[src/rtl/mmc_blk_wr_if.sv]
// rtl/mmc_blk_wr_if.sv - byte path between TX FIFO, block-write sequencer and serializer
interface mmc_blk_wr_if;
    logic       fifo_empty;
    logic [7:0] fifo_dat;
    logic       fifo_rd;
    logic       adv_req;
    logic [7:0] adv_dat;
    logic       adv_ack;

    modport master (
        input  fifo_empty, fifo_dat, adv_ack,
        output fifo_rd, adv_req, adv_dat
    );

    modport slave (
        output fifo_empty, fifo_dat, adv_ack,
        input  fifo_rd, adv_req, adv_dat
    );
endinterface

[src/rtl/mmc_blk_wr.sv]
// rtl/mmc_blk_wr.sv - MMC block-write sequencer; MMC_BLK_WR_BUSY_EN enables the card-busy wait
module mmc_blk_wr #(
    parameter int BLK_BYTES = 512,
    parameter int STAT_TO   = 8
) (
    input  logic         clk,
    input  logic         rst_n,
    input  logic         data_width,
    input  logic         start,
    input  logic         abort,
    mmc_blk_wr_if.master bus,
    output logic         bit_tick,
    input  logic         bit_ack,
    output logic         crc_clr,
    output logic         crc_shift,
    input  logic [3:0]   crc_bit,
    input  logic [3:0]   dat_in,
    output logic         dat_oe,
    output logic         dat_sel,
    output logic [3:0]   dat_out,
    output logic         done,
    output logic [2:0]   status,
    output logic         err_crc,
    output logic         err_to,
    output logic         err_abt
);

    typedef enum logic [2:0] {
        S_IDLE, S_START, S_DATA, S_CRC, S_END, S_STAT, S_BUSY, S_DONE
    } state_t;

    localparam logic [11:0] CNT_LAST = 12'(BLK_BYTES - 1);
    localparam logic [15:0] TO_LAST  = 16'(STAT_TO - 1);

    state_t      state_q, state_d;
    logic        wide_q, wide_d;
    logic [11:0] cnt_q, cnt_d;
    logic        outst_q, outst_d;
    logic        req_q, req_d;
    logic [7:0]  adv_dat_q, adv_dat_d;
    logic [15:0] bcnt_q, bcnt_d;
    logic [1:0]  sph_q, sph_d;
    logic [2:0]  status_q, status_d;
    logic        err_crc_q, err_crc_d;
    logic        err_to_q, err_to_d;
    logic        err_abt_q, err_abt_d;
    logic        crc_clr_q, crc_clr_d;
    logic        fifo_rd_c;
    logic        unused_dat;

    // Only DAT0 carries the status token and busy indication
    assign unused_dat = ^dat_in[3:1];

    // State and datapath registers
    always_ff @(posedge clk or negedge rst_n) begin
        if (!rst_n) begin
            state_q   <= S_IDLE;
            wide_q    <= 1'b0;
            cnt_q     <= '0;
            outst_q   <= 1'b0;
            req_q     <= 1'b0;
            adv_dat_q <= '0;
            bcnt_q    <= '0;
            sph_q     <= '0;
            status_q  <= '0;
            err_crc_q <= 1'b0;
            err_to_q  <= 1'b0;
            err_abt_q <= 1'b0;
            crc_clr_q <= 1'b0;
        end else begin
            state_q   <= state_d;
            wide_q    <= wide_d;
            cnt_q     <= cnt_d;
            outst_q   <= outst_d;
            req_q     <= req_d;
            adv_dat_q <= adv_dat_d;
            bcnt_q    <= bcnt_d;
            sph_q     <= sph_d;
            status_q  <= status_d;
            err_crc_q <= err_crc_d;
            err_to_q  <= err_to_d;
            err_abt_q <= err_abt_d;
            crc_clr_q <= crc_clr_d;
        end
    end

    // Next-state, line control and FIFO/serializer handshake decode
    always_comb begin
        state_d   = state_q;
        wide_d    = wide_q;
        cnt_d     = cnt_q;
        outst_d   = outst_q;
        req_d     = 1'b0;
        adv_dat_d = adv_dat_q;
        bcnt_d    = bcnt_q;
        sph_d     = sph_q;
        status_d  = status_q;
        err_crc_d = err_crc_q;
        err_to_d  = err_to_q;
        err_abt_d = err_abt_q;
        crc_clr_d = 1'b0;
        fifo_rd_c = 1'b0;
        bit_tick  = 1'b0;
        crc_shift = 1'b0;
        dat_oe    = 1'b0;
        dat_sel   = 1'b0;
        dat_out   = 4'b0000;
        done      = 1'b0;

        case (state_q)
            S_IDLE: begin
                if (start && !abort) begin
                    state_d   = S_START;
                    wide_d    = data_width;
                    cnt_d     = '0;
                    outst_d   = 1'b0;
                    bcnt_d    = '0;
                    sph_d     = '0;
                    status_d  = '0;
                    err_crc_d = 1'b0;
                    err_to_d  = 1'b0;
                    err_abt_d = 1'b0;
                    crc_clr_d = 1'b1;
                end
            end
            S_START: begin
                dat_oe   = 1'b1;
                dat_out  = wide_q ? 4'b0000 : 4'b1110;
                bit_tick = 1'b1;
                if (bit_ack) state_d = S_DATA;
            end
            S_DATA: begin
                dat_oe  = 1'b1;
                dat_sel = 1'b1;
                // The ack of a byte is not trusted in its own request cycle
                if (outst_q && !req_q && bus.adv_ack) begin
                    outst_d = 1'b0;
                    cnt_d   = cnt_q + 12'd1;
                    if (cnt_q == CNT_LAST) begin
                        state_d = S_CRC;
                        bcnt_d  = '0;
                    end
                end else if (!outst_q && !bus.fifo_empty) begin
                    fifo_rd_c = 1'b1;
                    adv_dat_d = bus.fifo_dat;
                    outst_d   = 1'b1;
                    req_d     = 1'b1;
                end
            end
            S_CRC: begin
                dat_oe    = 1'b1;
                dat_out   = wide_q ? crc_bit : {3'b111, crc_bit[0]};
                bit_tick  = 1'b1;
                crc_shift = bit_ack;
                if (bit_ack) begin
                    bcnt_d = bcnt_q + 16'd1;
                    if (bcnt_q == 16'd15) state_d = S_END;
                end
            end
            S_END: begin
                dat_oe   = 1'b1;
                dat_out  = 4'b1111;
                bit_tick = 1'b1;
                if (bit_ack) begin
                    state_d = S_STAT;
                    bcnt_d  = '0;
                    sph_d   = '0;
                end
            end
            S_STAT: begin
                bit_tick = 1'b1;
                if (bit_ack) begin
                    case (sph_q)
                        2'd0: begin
                            if (!dat_in[0]) begin
                                sph_d  = 2'd1;
                                bcnt_d = '0;
                            end else if (bcnt_q == TO_LAST) begin
                                err_to_d = 1'b1;
                                state_d  = S_DONE;
                            end else begin
                                bcnt_d = bcnt_q + 16'd1;
                            end
                        end
                        2'd1: begin
                            status_d = {status_q[1:0], dat_in[0]};
                            bcnt_d   = bcnt_q + 16'd1;
                            if (bcnt_q == 16'd2) sph_d = 2'd2;
                        end
                        default: begin
                            err_crc_d = (status_q != 3'b010);
`ifdef MMC_BLK_WR_BUSY_EN
                            state_d   = S_BUSY;
`else
                            state_d   = S_DONE;
`endif
                        end
                    endcase
                end
            end
`ifdef MMC_BLK_WR_BUSY_EN
            S_BUSY: begin
                bit_tick = 1'b1;
                if (bit_ack && dat_in[0]) state_d = S_DONE;
            end
`endif
            S_DONE: begin
                done    = 1'b1;
                state_d = S_IDLE;
            end
            default: state_d = S_IDLE;
        endcase

        // Abort wins over any in-flight transfer and drops the FIFO pop
        if (abort && state_q != S_IDLE && state_q != S_DONE) begin
            state_d   = S_DONE;
            err_abt_d = 1'b1;
            outst_d   = 1'b0;
            req_d     = 1'b0;
            fifo_rd_c = 1'b0;
            adv_dat_d = adv_dat_q;
        end
    end

    assign bus.fifo_rd = fifo_rd_c;
    assign bus.adv_req = req_q;
    assign bus.adv_dat = adv_dat_q;
    assign crc_clr     = crc_clr_q;
    assign status      = status_q;
    assign err_crc     = err_crc_q;
    assign err_to      = err_to_q;
    assign err_abt     = err_abt_q;

endmodule

[src/flat_wrapper.sv]
// flat-port wrapper written by rule: the top's interface ports become plain ports
module mmc_blk_wr_flat 
#(
    parameter int BLK_BYTES = 512,
    parameter int STAT_TO   = 8
)
  (clk, rst_n, data_width, start, abort, bit_tick, bit_ack, crc_clr, crc_shift, crc_bit, dat_in, dat_oe, dat_sel, dat_out, done, status, err_crc, err_to, err_abt, bus_fifo_empty, bus_fifo_dat, bus_adv_ack, bus_fifo_rd, bus_adv_req, bus_adv_dat);
  mmc_blk_wr_if bus_i ();
  input  logic clk;
  input  logic rst_n;
  input  logic data_width;
  input  logic start;
  input  logic abort;
  output logic bit_tick;
  input  logic bit_ack;
  output logic crc_clr;
  output logic crc_shift;
  input  logic [3:0] crc_bit;
  input  logic [3:0] dat_in;
  output logic dat_oe;
  output logic dat_sel;
  output logic [3:0] dat_out;
  output logic done;
  output logic [2:0] status;
  output logic err_crc;
  output logic err_to;
  output logic err_abt;
  input wire logic [$bits(bus_i.fifo_empty)-1:0] bus_fifo_empty;
  input wire logic [$bits(bus_i.fifo_dat)-1:0] bus_fifo_dat;
  input wire logic [$bits(bus_i.adv_ack)-1:0] bus_adv_ack;
  output wire logic [$bits(bus_i.fifo_rd)-1:0] bus_fifo_rd;
  output wire logic [$bits(bus_i.adv_req)-1:0] bus_adv_req;
  output wire logic [$bits(bus_i.adv_dat)-1:0] bus_adv_dat;
  assign bus_i.fifo_empty = bus_fifo_empty;
  assign bus_i.fifo_dat = bus_fifo_dat;
  assign bus_i.adv_ack = bus_adv_ack;
  assign bus_fifo_rd = bus_i.fifo_rd;
  assign bus_adv_req = bus_i.adv_req;
  assign bus_adv_dat = bus_i.adv_dat;
  mmc_blk_wr #(.BLK_BYTES(BLK_BYTES), .STAT_TO(STAT_TO)) u_core (.clk(clk), .rst_n(rst_n), .data_width(data_width), .start(start), .abort(abort), .bus(bus_i), .bit_tick(bit_tick), .bit_ack(bit_ack), .crc_clr(crc_clr), .crc_shift(crc_shift), .crc_bit(crc_bit), .dat_in(dat_in), .dat_oe(dat_oe), .dat_sel(dat_sel), .dat_out(dat_out), .done(done), .status(status), .err_crc(err_crc), .err_to(err_to), .err_abt(err_abt));
endmodule
[config.mk]
export PLATFORM = sky130hd
export DESIGN_NAME = mmc_blk_wr_flat
export DESIGN_NICKNAME = d
export VERILOG_FILES = /design/src/rtl/mmc_blk_wr_if.sv /design/src/rtl/mmc_blk_wr.sv /design/src/flat_wrapper.sv
export SDC_FILE = /design/constraint.sdc
export NUM_CORES = 1
export LEC_CHECK = 0
export CAP_MARGIN = 30
export CORE_UTILIZATION = 48
export DETAILED_ROUTE_END_ITERATION = 10
export PLACE_DENSITY = 0.77
export SYNTH_ARGS = -nofsm -noshare
export SYNTH_HDL_FRONTEND = slang
export SYNTH_SLANG_ARGS = --single-unit
[constraint.sdc]
create_clock -name clk -period 2.14 [get_ports clk]
set_input_delay 0.321 -clock clk [delete_from_list [all_inputs] [get_ports clk]]
set_output_delay 0.321 -clock clk [all_outputs]
set_load 0.05 [all_outputs]
# Word level (Yosys, flattened, before mapping)
# Cells that the tools add are included.
# W data, S select, Z words.
# totals
regBits	51
input_bits	24
output_inout_bits	26
word_cells	157
# op_classes
addsub	2
eq_ne	40
muxes	66
bitwise	2
reduce_logical	34
# op_table
op	n
$mux W16	8
$pmux W16 S5	1
$mux W3	14
$pmux W16 S2	1
$mux W12	2
$ne A3 B2 Y1 const B	8
$pmux W12 S2	1
$mux W1	23
$pmux W3 S6	1
$add A16 B1 Y16 const B	1
$eq A16 B2 Y1 const B	1
$eq A16 B3 Y1 const B	1
$eq A16 B4 Y1 const B	1
$add A12 B1 Y12 const B	1
$eq A12 B9 Y1 const B	1
$ne A2 B2 Y1 const B	6
$ne A3 B1 Y1 const B	4
$pmux W3 S2	2
$pmux W4 S3	1
$reduce_and A4 Y1	3
$reduce_and A11 Y1	1
$mux W2	5
$ne A2 B1 Y1 const B	5
$eq A3 B3 Y1 const B	3
other kinds (27)	49

# Logic depth before layout (Yosys ltp)
# logic_depth
depth_word	7
mapped_depth	8
depth_no_buf	7

# Least setup slack after synthesis
# No wires, ideal clock.
# synth_timing
path_kind	register to register
from	register u_core.state_q[2]
to	register u_core.cnt_q[9]
setup_time_ps	78
arrival_time_ps	2837
t_required_ps	2062
path_slack_ps	-775
stages_incl_launch_ff	8
path_buffers	2
synth_period_minus_slack_ps	2915
cell_sequence	dfrtp_1 buf_2 nor3b_1 and2_1 buf_2 o21ai_0 or3_1 a21oi_1
# synth_between
elab_chain_len	3
word_cells_on_any_way	7
cone_classes	eq/ne (3); mux (1); reduce/logical (3)
# synth_lines
element	line_no	text
start, declared	mmc_blk_wr.sv:35	state_t state_q, state_d;
start signal, assigned	mmc_blk_wr.sv:71	state_q <= state_d;
$eq A3 B2 Y1 / $logic_not A3 Y1 (equally long branches)	mmc_blk_wr.sv:110	case (state_q)
$ne A2 B1 Y1 (no source line) / $reduce_bool A2 Y1 (equally long branches)	--	
$reduce_and A3 Y1 (no source line)	--	
end signal, assigned	mmc_blk_wr.sv:73	cnt_q <= cnt_d;
end, declared	mmc_blk_wr.sv:37	logic [11:0] cnt_q, cnt_d;
# Several ways; a longest one is shown, not always the timed one.
# A chain may end at the register's enable or synchronous reset.

# Worst setup path in the final report
# layout_timing
from	register u_core.bcnt_q[8]
to	register u_core.state_q[0]
# layout_between
elab_chain_len	3
word_cells_on_any_way	5
cone_classes	eq/ne (4); reduce/logical (1)
# layout_lines
element	line_no	text
start, declared	mmc_blk_wr.sv:41	logic [15:0] bcnt_q, bcnt_d;
start signal, assigned	mmc_blk_wr.sv:77	bcnt_q <= bcnt_d;
$eq A16 B3 Y1 / $eq A16 B4 Y1 (equally long branches)	mmc_blk_wr.sv:178, mmc_blk_wr.sv:157	
$ne A4 B2 Y1 (no source line) / $ne A3 B1 Y1 (equally long branches)	--	
$reduce_and A11 Y1 (no source line) *	--	
# Every way passes the cells marked *; elsewhere a longest branch is shown, timed or not.

==> flow_summary.ini <==
[floorplanning]
num_rows = 27
die_w_um = 78.6
start_util_pct = 50.6
coreArea_um2 = 5570
die_h_um = 78.6
io_pins = 50
dieArea_um2 = 6180

[detailed_routing]
ant_nets = 0
vias = 2676
drt_iter0_drc = 204
avgRoutedWirePerCell_um = 14.6
drc = 0
drt_pass1_iterations = 4
vias_per_cell = 5.60
drt-total-wl_mm = 7.00

[yosys]
synth_top_family_by_area = simple AND/OR/NAND/NOR gates
synth_compound_area_share_pct = 18.3
netlist_instances = 322
synthXorXnorAreaFrac_pct = 3.11
syn_area_per_cell_um2 = 8.75
ys.warnings.count = 0
ys_ff_latch = 51
synthesis.nets = 349
synth-adder-area-share_pct = 1.69
synth_mux_area_share_pct = 1.15
syn_area_um2 = 2820
synthArstFlopShare_pct = 100
yosys.area_share.simple_pct = 27.3
synth-edff-count = 0
yosysSeqAreaShare_pct = 45.3
synth.distinct_cells = 53
ys.flop_type = dfrtp_1

[finish]
stdcell_count = 478
final_util_pct = 71.0
area_delta_synth_final_pct = 40.4
nNetsFinal = 432
drive_above_1_share_pct = 21.2
layout_common_cells = 56 x nand2_1, 50 x dfrtp_1, 42 x buf_4, 35 x clkdlybuf4s50_1, 29 x nor2_1
n_antenna_cell = 0
final_common_cell = nand2_1

[placement]
dp_hpwl_mm = 4.82
dp_slack_ps = -101
io_buffers = 46
gp_congestion = 0.848
dp_cells = 461

[global_routing]
grt.met3_usage_pct = 5.35
antenna_found_initial = 0
met2_usage_pct = 40.4
grt_usage_pct = 24.4
grt_pass1_vias = 2603
grt_max_degree = 52
overflow = 0
use_met1_pct = 31.8
grt_pass1_wl_mm = 11.9
busiest_layer = met2

[timing]
fin_ws_ps = 1.62
maxSlewViolCount = 0
fin_setup_tns_ps = 0
clock_skew_ps = 5.75
min_period_ps = 2140
worstMarginPinSlew_ps = 643
max_freq_ghz = 0.468
max_slew_margin_pct = 57.1
fin_crit_sh_pct = 99.9
rsz0062_at_grt = true
finalHoldViolCount = 0
finalSetupViolCount = 0

[cts]
cts.sinks = 51
cts_tree = built
cts_buffer_depth = 2
clk_latency_ps = 310
clk_pin_slew_ps = 100
cts-htree-levels = 2
cts_made_buffers = 5
clockRootBuffer = clkbuf_8

[critical_path]
timing.rr.start = u_core.bcnt_q[8]$_DFFE_PN0P_
r2r_slack_ps = 2
crit_buf_inv = 0
worst-path-stages = 5
cp_slowest_cell = or4_4
critical_path_peak_fanout = 5
cp.required_ps = 2350
path_cells = or4_4, or4_4, a31oi_4, nor2_2, a221oi_2
critPathMaxStageDelay_ps = 570
startpoint = u_core.bcnt_q[8]$_DFFE_PN0P_
cp-start-kind = flip-flop
r2r_cells = 5
crit_arrival_ps = 2350
criticalPathCategory = reg -> reg
r2r-end = u_core.state_q[0]$_DFFE_PN0P_
endpoint_kind = flip-flop
crit_path_end = u_core.state_q[0]$_DFFE_PN0P_
crit_top_cell = or4_4
worst_path_dominant_cell_family = simple AND/OR/NAND/NOR gates

[power_and_ir_drop]
power.density_nw_per_um2 = 1320
total_leakage_power_nw = 1.81
irDropWorstVdd_mv = 0.865

[run_status]
outcome = completed

[job]
drv_cap = 0

[hold_path]
hold_path_class = in -> async
-- cells by family (layout without fill, tap and decap cells) --
group                      count (synthesis)  count (layout)
DFF                                       51              51
xor gates and xnor gates                  10              10
muxes                                      3               3
and+or+nand+nor                          155             155
buffers and inverters                     20             104
adders and majority gates                  4               4
AOI/OAI and AO/OA                         79              79
-- state kept, by name (all words and copies together) (netlist names), 2 cells and up --
| signal | count |
|---|---|
| u_core.status | 3 |
| u_core.bcnt_q | 16 |
| u_core.sph_q | 2 |
| u_core.state_q | 3 |
| u_core.cnt_q | 12 |
| u_core.bus.adv_dat | 8 |
-- metal layers --
| layer | routed length [µm] | part of all wire [%] |
|---|---|---|
| met1 | 3130 | 45 |
| met2 | 3390 | 49 |
| met3 | 316 | 4.5 |
| met4 | 157 | 2.2 |
| met5 | 0 | 0 |
-- repair_timing --
| action | CTS | global route |
|---|---|---|
| pin swaps | 2 | 7 |
| setup endpoints to repair | 14 | 20 |
| resized for setup | 2 | 34 |
| hold buffers | 0 | 0 |
| buffers inserted | 1 | 7 |
| gates cloned | 0 | 1 |
| hold endpoints to repair | 0 | 0 |
-- how the worst min path moves through the flow --
stage | slack, ps | endpoint
after global routing | 160 | u_core.bus.adv_dat[6]$_DFFE_PN0P_
after detailed placement | 470 | u_core.bus.adv_dat[2]$_DFFE_PN0P_
after floorplan | 30 | u_core.bcnt_q[0]$_DFFE_PN0P_
final | 110 | u_core.bcnt_q[13]$_DFFE_PN0P_
after global placement | 460 | u_core.bus.adv_dat[7]$_DFFE_PN0P_
after CTS | 130 | u_core.bcnt_q[13]$_DFFE_PN0P_
-- stage by stage --
stage                     total power [mW]  hold WS, ps  cell area [µm²]
after global routing                  5.51          156             3960
after CTS                             5.00          130             3800
final                                 5.21          114             3960
after detailed placement              4.17          466             3650
after global placement                4.11          458             3650
after floorplan                       3.06         25.4             2830
-- report_power, final --
part	internal [mW]	switching, mW
combinational	1.28	1.79
sequential	1.15	0.186
clock	0.466	0.333
-- Yosys cell counts (all sizes together), types with 3 or more instances --
cell type  number  area [µm²]
nand2          57         214
dfrtp          51        1280
o21ai          36         180
nor2           30         113
nand3          14        70.1
nand2b         13        81.3
and3            9        57.6
a31oi           8        65.1
xor2            8        70.1
a21oi           7        35.0
buf             7        42.5
clkbuf          6        22.5
inv             6        22.5
nor2b           6        37.5
o31ai           6        45.0
a22oi           5        37.5
or4             5        45.0
and2            4        25.0
a21boi          3        22.5
and4            3        26.3
ha              3        37.5
nand4           3        18.8
nor3b           3        22.5
nor4            3        25.0
o41ai           3        26.3
-- layout make-up --
cell class	count	area, µm²
Multi-Input combinational cell	251	1530
Clock buffer	5	68.8
Fill cell	430	1620
Sequential cell	51	1280
Inverter	7	26.3
Clock inverter	3	67.6
Timing Repair Buffer	89	896
Tap cell	72	90.1
(Power assumes the default switching activity.)
